$ cat config.mk
export PLATFORM = sky130hd
export DESIGN_NAME = ssd_scan_decoder_flat
export DESIGN_NICKNAME = d
export VERILOG_FILES = /design/src/rtl/ssd_scan_decoder_if.sv /design/src/rtl/ssd_scan_decoder.sv /design/src/flat_wrapper.sv
export SDC_FILE = /design/constraint.sdc
export NUM_CORES = 1
export LEC_CHECK = 0
export ABC_AREA = 1
export ABC_CLOCK_PERIOD_IN_PS = 2480
export BUFFER_PORTS_ARGS = -buffer_cell sky130_fd_sc_hd__buf_2
export CAP_MARGIN = 20
export CELL_PAD_IN_SITES_DETAIL_PLACEMENT = 0
export CELL_PAD_IN_SITES_GLOBAL_PLACEMENT = 1
export CORE_MARGIN = 10
export CORE_UTILIZATION = 45
export DETAILED_ROUTE_END_ITERATION = 8
export PLACE_DENSITY = 0.86
export SETUP_SLACK_MARGIN = 0.1
export SLEW_MARGIN = 30
export SYNTH_ARGS = -nofsm -noshare
export SYNTH_HDL_FRONTEND = slang
export SYNTH_SLANG_ARGS = --single-unit
$ cat constraint.sdc
create_clock -name clk -period 2.48 [get_ports clk]
set_input_delay 0.496 -clock clk [delete_from_list [all_inputs] [get_ports clk]]
set_output_delay 0.496 -clock clk [all_outputs]
set_load 0.05 [all_outputs]
$ cat src/rtl/ssd_scan_decoder_if.sv
// Bundle of scanned-display inputs and decoded frame outputs.
// Latency: none, wires only.
// Backpressure: none; the scan source free-runs and frames are pulsed out.
interface ssd_scan_decoder_if;
    logic [7:0]  D_ssd;       // active-low segments a..g, dp (bit7..bit0)
    logic [3:0]  D_ctl;       // active-low digit enables
    logic [15:0] bcd_out;     // last complete frame, digit n in [4n+3:4n]
    logic [3:0]  dp_out;      // decimal points of the last frame, active-high
    logic        frame_done;  // one-cycle pulse on frame update
    logic        seg_err;     // sticky: unrecognised pattern captured
    logic        no_signal;   // scan considered lost

    // Scan source / consumer side.
    modport master (
        output D_ssd, D_ctl,
        input  bcd_out, dp_out, frame_done, seg_err, no_signal
    );

    // Decoder side.
    modport slave (
        input  D_ssd, D_ctl,
        output bcd_out, dp_out, frame_done, seg_err, no_signal
    );
endinterface

$ cat src/rtl/ssd_scan_decoder.sv
// Recovers 4-digit BCD + decimal points from a multiplexed 7-segment scan.
// Latency: frame_done rises STABLE_CYC+2 cycles after the 4th digit appears at the inputs.
// Backpressure: none; the scan cannot be stalled, frames are presented as a pulse.
module ssd_scan_decoder #(
    parameter int unsigned STABLE_CYC  = 4,
    parameter int unsigned TIMEOUT_CYC = 50000
) (
    input  logic              clk,
    input  logic              rst_n,
    ssd_scan_decoder_if.slave bus
);

    localparam logic [7:0]  STABLE_W  = 8'(STABLE_CYC);
    localparam logic [15:0] TIMEOUT_W = 16'(TIMEOUT_CYC);

    typedef enum logic [1:0] {IDLE, SETTLE, HELD} state_t;

    // Segment pattern (a..g, active-low) to BCD code; 4'hF blank, 4'hE unknown.
    function automatic logic [3:0] seg_decode(input logic [6:0] s);
        logic [3:0] code;
        case (s)
            7'b0000001: code = 4'h0;
            7'b1001111: code = 4'h1;
            7'b0010010: code = 4'h2;
            7'b0000110: code = 4'h3;
            7'b1001100: code = 4'h4;
            7'b0100100: code = 4'h5;
            7'b0100000: code = 4'h6;
            7'b0001111: code = 4'h7;
            7'b0000000: code = 4'h8;
            7'b0000100: code = 4'h9;
            7'b1111111: code = 4'hF;
            default:    code = 4'hE;
        endcase
        return code;
    endfunction

    logic [7:0]  ssd_s1_q, ssd_s2_q;
    logic [3:0]  ctl_s1_q, ctl_s2_q;

    state_t      state_q, state_d;
    logic [7:0]  cnt_q, cnt_d;
    logic [1:0]  idx_q, idx_d;
    logic [7:0]  pat_q, pat_d;
    logic [15:0] stg_code_q, stg_code_d;
    logic [3:0]  stg_dp_q, stg_dp_d;
    logic [3:0]  cap_q, cap_d;
    logic [15:0] nosel_q, nosel_d;
    logic [15:0] bcd_q, bcd_d;
    logic [3:0]  dp_q, dp_d;
    logic        fd_q, fd_d;
    logic        err_q, err_d;
    logic        nos_q, nos_d;

    logic        sel_vld;
    logic [1:0]  sel_idx;
    logic        changed;
    logic [3:0]  code;

    // Two-flop synchronizer for the asynchronous scan inputs.
    always_ff @(posedge clk or negedge rst_n) begin
        if (!rst_n) begin
            ssd_s1_q <= '0;
            ssd_s2_q <= '0;
            ctl_s1_q <= '0;
            ctl_s2_q <= '0;
        end else begin
            ssd_s1_q <= bus.D_ssd;
            ssd_s2_q <= ssd_s1_q;
            ctl_s1_q <= bus.D_ctl;
            ctl_s2_q <= ctl_s1_q;
        end
    end

    // A select is legal only with exactly one enable asserted (low).
    always_comb begin
        sel_vld = 1'b1;
        sel_idx = 2'd0;
        case (ctl_s2_q)
            4'b1110: sel_idx = 2'd0;
            4'b1101: sel_idx = 2'd1;
            4'b1011: sel_idx = 2'd2;
            4'b0111: sel_idx = 2'd3;
            default: sel_vld = 1'b0;
        endcase
    end

    assign changed = !sel_vld || (sel_idx != idx_q) || (ssd_s2_q != pat_q);
    assign code    = seg_decode(pat_q[7:1]);

    // Next state: stability FSM, staging/capture, frame publish, loss detection.
    always_comb begin
        state_d    = state_q;
        cnt_d      = cnt_q;
        idx_d      = idx_q;
        pat_d      = pat_q;
        stg_code_d = stg_code_q;
        stg_dp_d   = stg_dp_q;
        cap_d      = cap_q;
        bcd_d      = bcd_q;
        dp_d       = dp_q;
        fd_d       = 1'b0;
        err_d      = err_q;
        nos_d      = nos_q;

        if (sel_vld)
            nosel_d = '0;
        else if (nosel_q == 16'hFFFF)
            nosel_d = nosel_q;
        else
            nosel_d = nosel_q + 16'd1;

        case (state_q)
            IDLE: begin
                if (sel_vld) begin
                    cnt_d   = 8'd1;
                    idx_d   = sel_idx;
                    pat_d   = ssd_s2_q;
                    state_d = SETTLE;
                end
            end
            SETTLE: begin
                if (changed) begin
                    if (sel_vld) begin
                        cnt_d = 8'd1;
                        idx_d = sel_idx;
                        pat_d = ssd_s2_q;
                    end else begin
                        state_d = IDLE;
                    end
                end else begin
                    cnt_d = cnt_q + 8'd1;
                    if (cnt_d == STABLE_W) begin
                        // Newest capture of a digit always overwrites its staging slot.
                        stg_code_d[{idx_q, 2'b00} +: 4] = code;
                        stg_dp_d[idx_q] = ~pat_q[0];
                        cap_d[idx_q]    = 1'b1;
                        if (code == 4'hE)
                            err_d = 1'b1;
                        state_d = HELD;
                    end
                end
            end
            HELD: begin
                // Leave only on a change; an unchanged digit is never recaptured.
                if (changed) begin
                    if (sel_vld) begin
                        cnt_d   = 8'd1;
                        idx_d   = sel_idx;
                        pat_d   = ssd_s2_q;
                        state_d = SETTLE;
                    end else begin
                        state_d = IDLE;
                    end
                end
            end
            default: state_d = IDLE;
        endcase

        // Publish in the same cycle the last capture bit lands.
        if (&cap_d) begin
            bcd_d = stg_code_d;
            dp_d  = stg_dp_d;
            fd_d  = 1'b1;
            cap_d = '0;
            nos_d = 1'b0;
        end

        // Loss of scan: drop the partial frame, keep the last published one.
        if (nosel_d >= TIMEOUT_W) begin
            nos_d   = 1'b1;
            cap_d   = '0;
            state_d = IDLE;
        end
    end

    // State and output registers.
    always_ff @(posedge clk or negedge rst_n) begin
        if (!rst_n) begin
            state_q    <= IDLE;
            cnt_q      <= '0;
            idx_q      <= '0;
            pat_q      <= '0;
            stg_code_q <= '0;
            stg_dp_q   <= '0;
            cap_q      <= '0;
            nosel_q    <= '0;
            bcd_q      <= 16'hFFFF;
            dp_q       <= '0;
            fd_q       <= 1'b0;
            err_q      <= 1'b0;
            nos_q      <= 1'b1;
        end else begin
            state_q    <= state_d;
            cnt_q      <= cnt_d;
            idx_q      <= idx_d;
            pat_q      <= pat_d;
            stg_code_q <= stg_code_d;
            stg_dp_q   <= stg_dp_d;
            cap_q      <= cap_d;
            nosel_q    <= nosel_d;
            bcd_q      <= bcd_d;
            dp_q       <= dp_d;
            fd_q       <= fd_d;
            err_q      <= err_d;
            nos_q      <= nos_d;
        end
    end

    assign bus.bcd_out    = bcd_q;
    assign bus.dp_out     = dp_q;
    assign bus.frame_done = fd_q;
    assign bus.seg_err    = err_q;
    assign bus.no_signal  = nos_q;

endmodule

$ cat src/flat_wrapper.sv
// flat-port wrapper written by rule: the top's interface ports become plain ports
module ssd_scan_decoder_flat 
#(
    parameter int unsigned STABLE_CYC  = 4,
    parameter int unsigned TIMEOUT_CYC = 50000
)
  (clk, rst_n, bus_D_ssd, bus_D_ctl, bus_bcd_out, bus_dp_out, bus_frame_done, bus_seg_err, bus_no_signal);
  ssd_scan_decoder_if bus_i ();
  input  logic clk;
  input  logic rst_n;
  input wire logic [$bits(bus_i.D_ssd)-1:0] bus_D_ssd;
  input wire logic [$bits(bus_i.D_ctl)-1:0] bus_D_ctl;
  output wire logic [$bits(bus_i.bcd_out)-1:0] bus_bcd_out;
  output wire logic [$bits(bus_i.dp_out)-1:0] bus_dp_out;
  output wire logic [$bits(bus_i.frame_done)-1:0] bus_frame_done;
  output wire logic [$bits(bus_i.seg_err)-1:0] bus_seg_err;
  output wire logic [$bits(bus_i.no_signal)-1:0] bus_no_signal;
  assign bus_i.D_ssd = bus_D_ssd;
  assign bus_i.D_ctl = bus_D_ctl;
  assign bus_bcd_out = bus_i.bcd_out;
  assign bus_dp_out = bus_i.dp_out;
  assign bus_frame_done = bus_i.frame_done;
  assign bus_seg_err = bus_i.seg_err;
  assign bus_no_signal = bus_i.no_signal;
  ssd_scan_decoder #(.STABLE_CYC(STABLE_CYC), .TIMEOUT_CYC(TIMEOUT_CYC)) u_core (.clk(clk), .rst_n(rst_n), .bus(bus_i));
endmodule
==> impl_metrics.tcl, run 1 <==
set metrics [dict create \
    status "finished, final reports clean" \
    stdcell_count 899 \
    htreeDepth 3 \
    seq_area_frac_synth 0.491 \
    critPathBufInv 1 \
    ys_warn_count 0 \
    tns_ns 0 \
    vias_per_cell 4.94 \
    slew_headroom 0.719 \
    worst-path-max-fanout 11 \
    cts_tree "done" \
    numPlacedInstances 880 \
    fin_crit_sh 0.872 \
    drt-initial-drc-count 282 \
    grt_pass1_vias 4505 \
    cts_made_buffers 9 \
    end_kind "flip-flop" \
    syn_nets 726 \
    min_path_type "in2async" \
    dpl_cell_area_mm2 0.00589 \
    drive_gt1_frac 0.193 \
    die_h_um 131 \
    synthArstFlopShare 1.00 \
    fillerInstances 1139 \
    antenna_cells 0 \
    antenna_left 0 \
    path_cells "ha_2, nand4_1, nor2_2, nand2_2, nor2_4, buf_4, nand2_4, nor2_2, nor2_1, nor2_4, nand2_4, nand2_1, nand2_1" \
    gp_congestion 0.895 \
    io_buffer_count 36 \
    drt-total-wl_um 11900 \
    grt_usage 0.150 \
    path_clk_slew_ns 0.07 \
    fin_util 0.523 \
    ir_drop_mv 0.679 \
    ys_ff_latch 107 \
    skew_ns 0.00827 \
    io_pins 37 \
    ctsRootBufferMaster "clkbuf_16" \
    start_util 0.458 \
    synth_edf_count 0 \
    synth.distinct_cells 36 \
    hold_ws_ns 0.0653 \
    syn_area_mm2 0.00550 \
    period_minus_slack_ns 2.16 \
    final-hold-violation-count 0 \
    required_ns 2.73 \
    rsz0062_at_grt "no" \
    drv_slew 0 \
    antenna_found_initial 0 \
    arrival_ns 2.41 \
    cts_num_sinks 107 \
    fmax_mhz 462 \
    layout_commonest_cell "nand2_1" \
    finalPower_mw 4.73 \
    clockBufferDepth 2 \
    dr_total_vias 4443 \
    dieArea_mm2 0.0170 \
    grt_pass1_wl_um 20800 \
    drc 0 \
    dr.pass1.iters 4 \
    fin_nets 775 \
    worst_path_largest_cell_delay_ns 0.41 \
    avgSynthCellArea_um2 7.88 \
    multi_input_area_mm2 0.00244 \
    r2r_slack_ns 0.32 \
    worst_setup_path_start_kind "flip-flop" \
    rows 40 \
    area_growth_syn_to_layout_pct 14.2 \
    pwr_density_cell_mw_per_mm2 752 \
    syn_inst 698 \
    insertion_delay_ns 0.35 \
    crit_family "simple AND/OR/NAND/NOR gates" \
    pre_cts_ws_ns 0.108 \
    post_drt_wl_per_cell_um 13.3 \
    slowest_stage "dfrtp_2" \
    tightestPinTransition_ns 0.418 \
    maxCapViolCount 0 \
    grt_start_max_net_pins 52 \
    leakage_nw 3.33 \
    crit_type "reg2reg" \
    layout_setup_ws_ns 0.317 \
    ff_latch_area_mm2 0.00271 \
    synthFlopType "dfrtp_1" \
    mostFrequentLayoutCells "248 x nand2_1, 85 x dfrtp_1, 69 x inv_1" \
    die_w_um 131 \
    grt-ovfl-total 0 \
    coreArea_mm2 0.0120 \
    final_area_mm2 0.00628 \
    dpl.hpwl_um 8850 \
    setup_viol 0 \
    cts_hold_buf 0 \
]
==> sequential cells by signal, summed over array words and instances (netlist names) <==
name,cells
u_core.cap_q,4
u_core.ctl_s2_q,4
u_core.state_q,2
u_core.cnt_q,8
u_core.idx_q,2
u_core.bus.no_signal,1
u_core.pat_q,8
u_core.stg_code_q,16
u_core.nosel_q,16
u_core.ssd_s1_q,8
u_core.bus.bcd_out,16
u_core.bus.frame_done,1
u_core.bus.dp_out,4
u_core.ctl_s1_q,4
u_core.ssd_s2_q,8
u_core.stg_dp_q,4
u_core.bus.seg_err,1
==> power by group <==
group	switching [mW]	internal [mW]	leakage, nW
clock network	0.660	0.898	0.159
logic	0.746	0.364	1.83
registers	0.174	1.88	1.35
total	1.58	3.15	3.33
==> worst paths after layout <==
check / start / end / cells past startpoint
max: u_core.cnt_q[0]$_DFFE_PN0P_ / u_core.bus.dp_out[2]$_DFFE_PN0P_ / 13
min: rst_n / u_core.nosel_q[6]$_DFF_PN0_ / 1
max reg2reg: u_core.cnt_q[0]$_DFFE_PN0P_ / u_core.bus.dp_out[2]$_DFFE_PN0P_ / 13
min reg2reg: u_core.ssd_s1_q[3]$_DFF_PN0_ / u_core.ssd_s2_q[3]$_DFF_PN0_ / 0
max in group asynchronous: rst_n / u_core.bus.bcd_out[13]$_DFFE_PN1P_ / 2
min in group clk: bus_D_ssd[6] / u_core.ssd_s1_q[6]$_DFF_PN0_ / 1
==> kinds of logic after synthesis <==
kind of cell               Yosys count  synth area share
buffers and inverters               96            0.0737
xor gates and xnor gates            12            0.0191
and+or+nand+nor                    414             0.326
AOI/OAI and AO/OA                   55            0.0587
DFF                                107             0.491
adders and majority gates           14            0.0318
==> worst register-to-register path, delay by kind of cell, from the launching register on <==
kind,cells,cell delay [ns]
buffers and inverters,1,0.16
adder cells (fa/ha/maj),1,0.21
flip-flops,1,0.41
AND/OR/NAND/NOR,11,1.29
==> synthesized netlist by cell type (2+ instances only) <==
master    instances  area (um2)
nand4_1          15        93.8
nand2_1         249         935
nor3_1            5        25.0
clkbuf_1          3        11.3
o21bai_1          2        15.0
o21bai_2          3        33.8
nand3_2           3        30.0
inv_1            69         259
inv_2            14        52.6
o21ai_1           2        10.0
nor2_2            9        56.3
dfrtp_1          90        2250
xnor2_1           6        52.6
nand2_2           9        56.3
nand2_4           3        33.8
o21ai_0          30         150
nor2_1           72         270
dfstp_2          17         447
buf_2             3        15.0
xor2_1            6        52.6
a21oi_1           8        40.0
nand3_1          41         205
nor2_4            5        56.3
ha_1             14         175
buf_6             5        56.3
o22ai_1           5        31.3
==> layout make-up <==
type / count / area share
clock inverters: 6 / 0.0149
inverters: 83 / 0.0500
flip-flops and latches: 107 / 0.431
well taps: 147 / 0.0293
multi-input cells: 496 / 0.389
clock buffers: 10 / 0.0365
repair buffers: 50 / 0.0498
==> repair_timing <==
item,CTS,global route
endpoints found under the setup margin,0,27
gates resized for setup,0,17
setup buffers,0,2
==> routing by layer <==
layer  wire length (um)  vias up  track usage
li1                   -     2275            -
met1               5690     2087        0.194
met2               5690       65        0.243
met3                384       16       0.0326
met4                178        0       0.0497
met5                  0        -            0
Note: power is estimated with default switching activity, not from simulation.
==> run 2: changes to the inputs <==
--- a/config.mk
+++ b/config.mk
@@ -6,7 +6,7 @@
 export NUM_CORES = 1
 export LEC_CHECK = 0
 export ABC_AREA = 1
-export ABC_CLOCK_PERIOD_IN_PS = 2480
+export ABC_CLOCK_PERIOD_IN_PS = 2400
 export BUFFER_PORTS_ARGS = -buffer_cell sky130_fd_sc_hd__buf_2
 export CAP_MARGIN = 20
 export CELL_PAD_IN_SITES_DETAIL_PLACEMENT = 0
==> constraint.sdc (replaced) <==
create_clock -name clk -period 2.4 [get_ports clk]
set_input_delay 0.48 -clock clk [delete_from_list [all_inputs] [get_ports clk]]
set_output_delay 0.48 -clock clk [all_outputs]
set_load 0.05 [all_outputs]
==> run 2 against run 1 <==
Net effect: count of clock-buffer cells in the layout down 1; flip-flop and latch count did not move; cell count is 1.1% higher; worst setup slack worse by 0.084 ns; final area increased by 0.82%; maximum frequency is 0.19% lower; total power is 0.32% lower; combinational power grew 4%; critical path depth did not move; worst hold slack lost 0.017 ns.
==> impl_metrics.tcl, run 2 (synthesis results as in run 1) <==
set metrics [dict create \
    r2r_slack_ns 0.23 \
    dpl_cell_area_mm2 0.00592 \
    grt_start_max_net_pins 52 \
    cts_made_buffers 9 \
    die_w_um 131 \
    dieArea_mm2 0.0170 \
    dpl.hpwl_um 8800 \
    pwr_density_cell_mw_per_mm2 744 \
    period_minus_slack_ns 2.17 \
    area_growth_syn_to_layout_pct 15.1 \
    rows 40 \
    rsz0062_at_grt "yes" \
    layout_commonest_cell "nand2_1" \
    hold_ws_ns 0.0480 \
    drt-total-wl_um 12100 \
    insertion_delay_ns 0.36 \
    maxCapViolCount 0 \
    worst-path-max-fanout 5 \
    drc 0 \
    dr.pass1.iters 5 \
    grt_usage 0.147 \
    antenna_cells 0 \
    dr_total_vias 4461 \
    final_area_mm2 0.00633 \
    pwr-share-clk 0.303 \
    tightestPinTransition_ns 0.441 \
    min_path_type "in2async" \
    status "finished, final reports clean" \
    drv_slew 0 \
    fin_nets 785 \
    path_clk_slew_ns 0.08 \
    fillerInstances 1129 \
    io_buffer_count 36 \
    crit_type "reg2reg" \
    end_kind "flip-flop" \
    clockBufferDepth 2 \
    io_pins 37 \
    combPwrFrac 0.245 \
    sw_frac_of_total 0.352 \
    grt_pass1_vias 4284 \
    leakage_nw 3.35 \
    switchingPower_mw 1.66 \
    grt_pass1_wl_um 20200 \
    fin_crit_sh 0.903 \
    arrival_ns 2.46 \
    rr_worst_depth 13 \
    vias_per_cell 4.91 \
    worst_setup_path_start_kind "flip-flop" \
    start_util 0.458 \
    fmax_mhz 462 \
    ir_drop_mv 0.413 \
    drive_gt1_frac 0.207 \
    final-hold-violation-count 0 \
    htreeDepth 3 \
    antenna_left 0 \
    seqPwrFrac 0.452 \
    die_h_um 131 \
    grt-ovfl-total 0 \
    drt-initial-drc-count 202 \
    skew_ns 0.00841 \
    coreArea_mm2 0.0120 \
    cts_tree "done" \
    post_drt_wl_per_cell_um 13.3 \
    required_ns 2.70 \
    setup_viol 0 \
    ctsRootBufferMaster "clkbuf_16" \
    mostFrequentLayoutCells "248 x nand2_1, 84 x dfrtp_1, 69 x inv_1" \
    gp_congestion 0.870 \
    slew_headroom 0.704 \
    antenna_found_initial 0 \
    cts_num_sinks 107 \
    cts_hold_buf 0 \
    intPower_mw 3.05 \
]
==> run 2: final timing paths <==
kind                                               from                           endpoint
setup / recovery            u_core.cnt_q[1]$_DFFE_PN0P_  u_core.bus.bcd_out[5]$_DFFE_PN1P_
hold / removal                                    rst_n        u_core.nosel_q[3]$_DFF_PN0_
setup reg to reg            u_core.cnt_q[1]$_DFFE_PN0P_  u_core.bus.bcd_out[5]$_DFFE_PN1P_
hold reg to reg            u_core.ssd_s1_q[4]$_DFF_PN0_       u_core.ssd_s2_q[4]$_DFF_PN0_
max in group asynchronous                         rst_n  u_core.bus.bcd_out[7]$_DFFE_PN1P_
min in group clk                           bus_D_ssd[7]       u_core.ssd_s1_q[7]$_DFF_PN0_
==> run 2: final cells by class <==
| cell class | count | area [um2] | share of cell area |
|---|---|---|---|
| Clock buffer | 9 | 225 | 0.0356 |
| Clock inverter | 7 | 62.6 | 0.00988 |
| Inverter | 83 | 314 | 0.0496 |
| Multi-Input combinational cell | 498 | 2470 | 0.390 |
| Sequential cell | 107 | 2710 | 0.427 |
| Tap cell | 147 | 184 | 0.0290 |
| Timing Repair Buffer | 58 | 373 | 0.0589 |
==> run 2: power by group through the flow <==
stage	Combinational, mW	Clock (mW)	Sequential (mW)
final	1.15	1.43	2.13
after floorplan	0.874	0	2.08
after global routing	1.33	1.55	2.16
after detailed placement	1.14	0	2.15
after global placement	1.12	0	2.14
after CTS	1.15	1.47	2.12
==> run 2: critical path: stages (launching register included) <==
cell and delay (ns):
dfrtp_1 0.40, ha_2 0.23, nand4_1 0.12, nor2_2 0.14
nand2_2 0.08, nor2_4 0.16, buf_4 0.13, nand2_2 0.07
nor2_4 0.15, nor2_1 0.09, nor2_4 0.21, nand2_2 0.17
nand2_1 0.10, nand2_1 0.05
==> run 2: per-layer routing <==
layer  GRT usage  share of wire
met5           0              0
met4      0.0687          0.021
met1       0.194           0.48
met3      0.0266          0.028
met2       0.230           0.47
==> run 2: through the flow <==
step           setup slack (ns)  TNS (ns)  std cells  total power [mW]  utilization
2_1_floorplan             0.434         0        698              2.96            -
3_3_place_gp              0.158         0        884              3.26        0.493
3_5_place_dp            -0.0377   -0.0559        884              3.29        0.493
4_1_cts                   0.101         0        900              4.73        0.517
5_1_grt                  0.0601         0        909              5.04        0.527
6_report                  0.233         0        909              4.71        0.527
==> run 2: timing repair <==
action / 4_1_cts / 5_1_grt
pin swaps: 0 / 6
setup buffers: 0 / 6
gates cloned: 0 / 3
resized for setup: 2 / 18
setup endpoints to repair: 21 / 29
==> run 3: changes to the inputs <==
--- a/config.mk
+++ b/config.mk
@@ -5,16 +5,15 @@
 export SDC_FILE = /design/constraint.sdc
 export NUM_CORES = 1
 export LEC_CHECK = 0
-export ABC_AREA = 1
 export ABC_CLOCK_PERIOD_IN_PS = 2400
 export BUFFER_PORTS_ARGS = -buffer_cell sky130_fd_sc_hd__buf_2
 export CAP_MARGIN = 20
 export CELL_PAD_IN_SITES_DETAIL_PLACEMENT = 0
 export CELL_PAD_IN_SITES_GLOBAL_PLACEMENT = 1
 export CORE_MARGIN = 10
-export CORE_UTILIZATION = 45
+export CORE_UTILIZATION = 49
 export DETAILED_ROUTE_END_ITERATION = 8
-export PLACE_DENSITY = 0.86
+export PLACE_DENSITY = 0.87
 export SETUP_SLACK_MARGIN = 0.1
 export SLEW_MARGIN = 30
 export SYNTH_ARGS = -nofsm -noshare
==> run 3 against run 2 <==
Net effect: the run now ends with negative setup slack left; global-route usage grew 1.7 points; worst setup slack lost 0.28 ns; synthesized cell count shrank 35%; critical path depth shrank 3; wire length grew 1.7%; cell count shrank 22%; area after synthesis shrank 5.0%; flip-flop and latch count is the same; sequential power is essentially flat; count of clock-buffer cells in the layout grew 1; first-iteration DRC count shrank 12%; non-clock buffer count grew 58; critical endpoint is now u_core.state_q[0]$_DFFE_PN0P_; largest cell class is now multi-input combinational cells.
==> impl_metrics.tcl, run 3 <==
set metrics [dict create \
    slew_headroom 0.669 \
    yosys.area_share.simple 0.159 \
    ctsRootBufferMaster "clkbuf_8" \
    skew_ns 0.0128 \
    r2r_slack_ns -0.05 \
    seq_area_frac_synth 0.516 \
    tightestPinTransition_ns 0.497 \
    yosys.area.top_type_share 0.431 \
    antenna_cells 0 \
    grt-ovfl-total 0 \
    cts_hold_buf 0 \
    crit_type "reg2reg" \
    syn_inst 457 \
    leakage_nw 3.22 \
    stdcell_count 707 \
    cts_tree "done" \
    cts_made_buffers 9 \
    period_minus_slack_ns 2.45 \
    cp-startpoint "u_core.ctl_s2_q[3]$_DFF_PN0_" \
    status "complete, but fails checks" \
    syn_nets 485 \
    synthMuxAreaShare 0.104 \
    post_drt_wl_per_cell_um 17.4 \
    setup_viol 17 \
    start_util 0.504 \
    synth.most_common_cell "dfrtp_1" \
    drc 0 \
    synthFlopType "dfrtp_1" \
    finalPower_mw 4.66 \
    worst-path-max-fanout 6 \
    synth.distinct_cells 65 \
    coreArea_mm2 0.0104 \
    ys_warn_count 0 \
    pre_cts_ws_ns -0.119 \
    hold_ws_ns 0.0626 \
    synth_edf_count 0 \
    io_buffer_count 36 \
    ir_drop_mv 0.549 \
    cts_num_sinks 107 \
    dr_total_vias 4004 \
    synthAdderAreaFrac 0.0335 \
    synth_top_area_cell "dfrtp_1" \
    fin_crit_sh 1.02 \
    worst_setup_path_start_kind "flip-flop" \
    pwr_density_cell_mw_per_mm2 687 \
    dr.pass1.iters 4 \
    fin_nets 594 \
    layout_setup_ws_ns -0.0511 \
    die_h_um 123 \
    grt_usage 0.164 \
    maxCapViolCount 0 \
    r2r-start "u_core.ctl_s2_q[3]$_DFF_PN0_" \
    gp_congestion 0.841 \
    dpl.hpwl_um 7730 \
    io_pins 37 \
    drv_slew 0 \
    numPlacedInstances 662 \
    antenna_left 0 \
    clockBufferDepth 2 \
    yosys-top-cells-count "90 x dfrtp_1, 33 x nor2_1, 31 x mux2_2, 26 x inv_1" \
    min_path_type "in2async" \
    end_kind "flip-flop" \
    die_w_um 123 \
    layout_commonest_cell "dfrtp_1" \
    violations "negative setup slack" \
    htreeDepth 3 \
    antenna_found_initial 0 \
    drt-total-wl_um 12300 \
    grt_pass1_vias 4154 \
    dieArea_mm2 0.0152 \
    path_clk_slew_ns 0.11 \
    grt_pass1_wl_um 20100 \
    grt_start_max_net_pins 38 \
    required_ns 2.70 \
    mostFrequentLayoutCells "86 x dfrtp_1, 64 x buf_4, 37 x mux2_4" \
    insertion_delay_ns 0.37 \
    final-hold-violation-count 0 \
    drive_gt1_frac 0.438 \
    rsz0062_at_grt "yes" \
    avgSynthCellArea_um2 11.4 \
    synthArstFlopShare 1.00 \
    syn_area_mm2 0.00523 \
    ys_ff_latch 107 \
    rows 37 \
    fmax_mhz 408 \
    synth_top_family_by_area "simple AND/OR/NAND/NOR gates" \
    netlist_top_cells_area "dfrtp_1 43%, dfstp_2 8.5%, mux2_2 6.7%, ha_1 3.4%, nor2_1 2.4%" \
    synth_compound_area_frac 0.117 \
    synth_xor_xnor_area_share 0.0285 \
    area_growth_syn_to_layout_pct 29.8 \
    tns_ns -0.449 \
    drt-initial-drc-count 178 \
    arrival_ns 2.75 \
    vias_per_cell 5.66 \
]
## run 3: worst paths after layout
| kind | end | depth (start not counted) |
|---|---|---|
| max | u_core.state_q[0]$_DFFE_PN0P_ | 10 |
| min | u_core.nosel_q[15]$_DFF_PN0_ | 1 |
| max reg2reg | u_core.state_q[0]$_DFFE_PN0P_ | 10 |
| min reg2reg | u_core.ssd_s2_q[7]$_DFF_PN0_ | 0 |
| max in group asynchronous | u_core.bus.no_signal$_DFFE_PN1P_ | 2 |
| min in group clk | u_core.ssd_s1_q[6]$_DFF_PN0_ | 1 |
## run 3: layer usage
| layer | vias to the layer above | track usage | wire length, um |
|---|---|---|---|
| li1 | 1881 | - | - |
| met1 | 2029 | 0.201 | 5400 |
| met2 | 71 | 0.277 | 6290 |
| met3 | 23 | 0.0374 | 346 |
| met4 | 0 | 0.0575 | 238 |
| met5 | - | 0 | 0 |
## run 3: critical path: stages, from the launching register on
cell	delay, ns
dfrtp_2	0.47
nor3b_2	0.17
o211ai_1	0.23
a311oi_2	0.16
buf_4	0.17
and2_4	0.15
buf_6	0.11
buf_6	0.12
a22o_1	0.20
or4_4	0.49
a21oi_2	0.12
## run 3: cell type report
class,count,area (um2)
clock buffer,10,128
sequential,107,2700
timing repair buffer,116,906
tap,136,170
clock inverter,6,57.6
fill,797,3590
inverter,26,97.6
multi-input combinational,306,2720
## run 3: what timing repair did
action                                  in CTS  in global routing
hold endpoints to repair                     0                  0
endpoints found under the setup margin      36                 59
buffers inserted                            19                  6
pin swaps                                   22                 20
gates resized for setup                     72                 45
cloned                                       4                  0
## run 3: cells by family after synthesis
family | count (synthesis)
simple gates | 143
flops | 107
compound gates | 81
mux | 49
buf+inv | 46
xor+xnor | 17
fa+ha+maj | 14
## run 3: per-stage QoR
stage	cell area (um2)	util
2_1_floorplan	5240	-
3_3_place_gp	5910	0.570
3_5_place_dp	5910	0.570
4_1_cts	6570	0.633
5_1_grt	6780	0.654
6_report	6780	0.654
## run 3: report_power, final
| part | internal [mW] | total, mW | leakage [nW] | switching [mW] |
|---|---|---|---|---|
| Combinational | 0.701 | 1.50 | 1.79 | 0.795 |
| Clock | 0.403 | 1.06 | 0.0949 | 0.654 |
| Sequential | 1.95 | 2.11 | 1.34 | 0.158 |
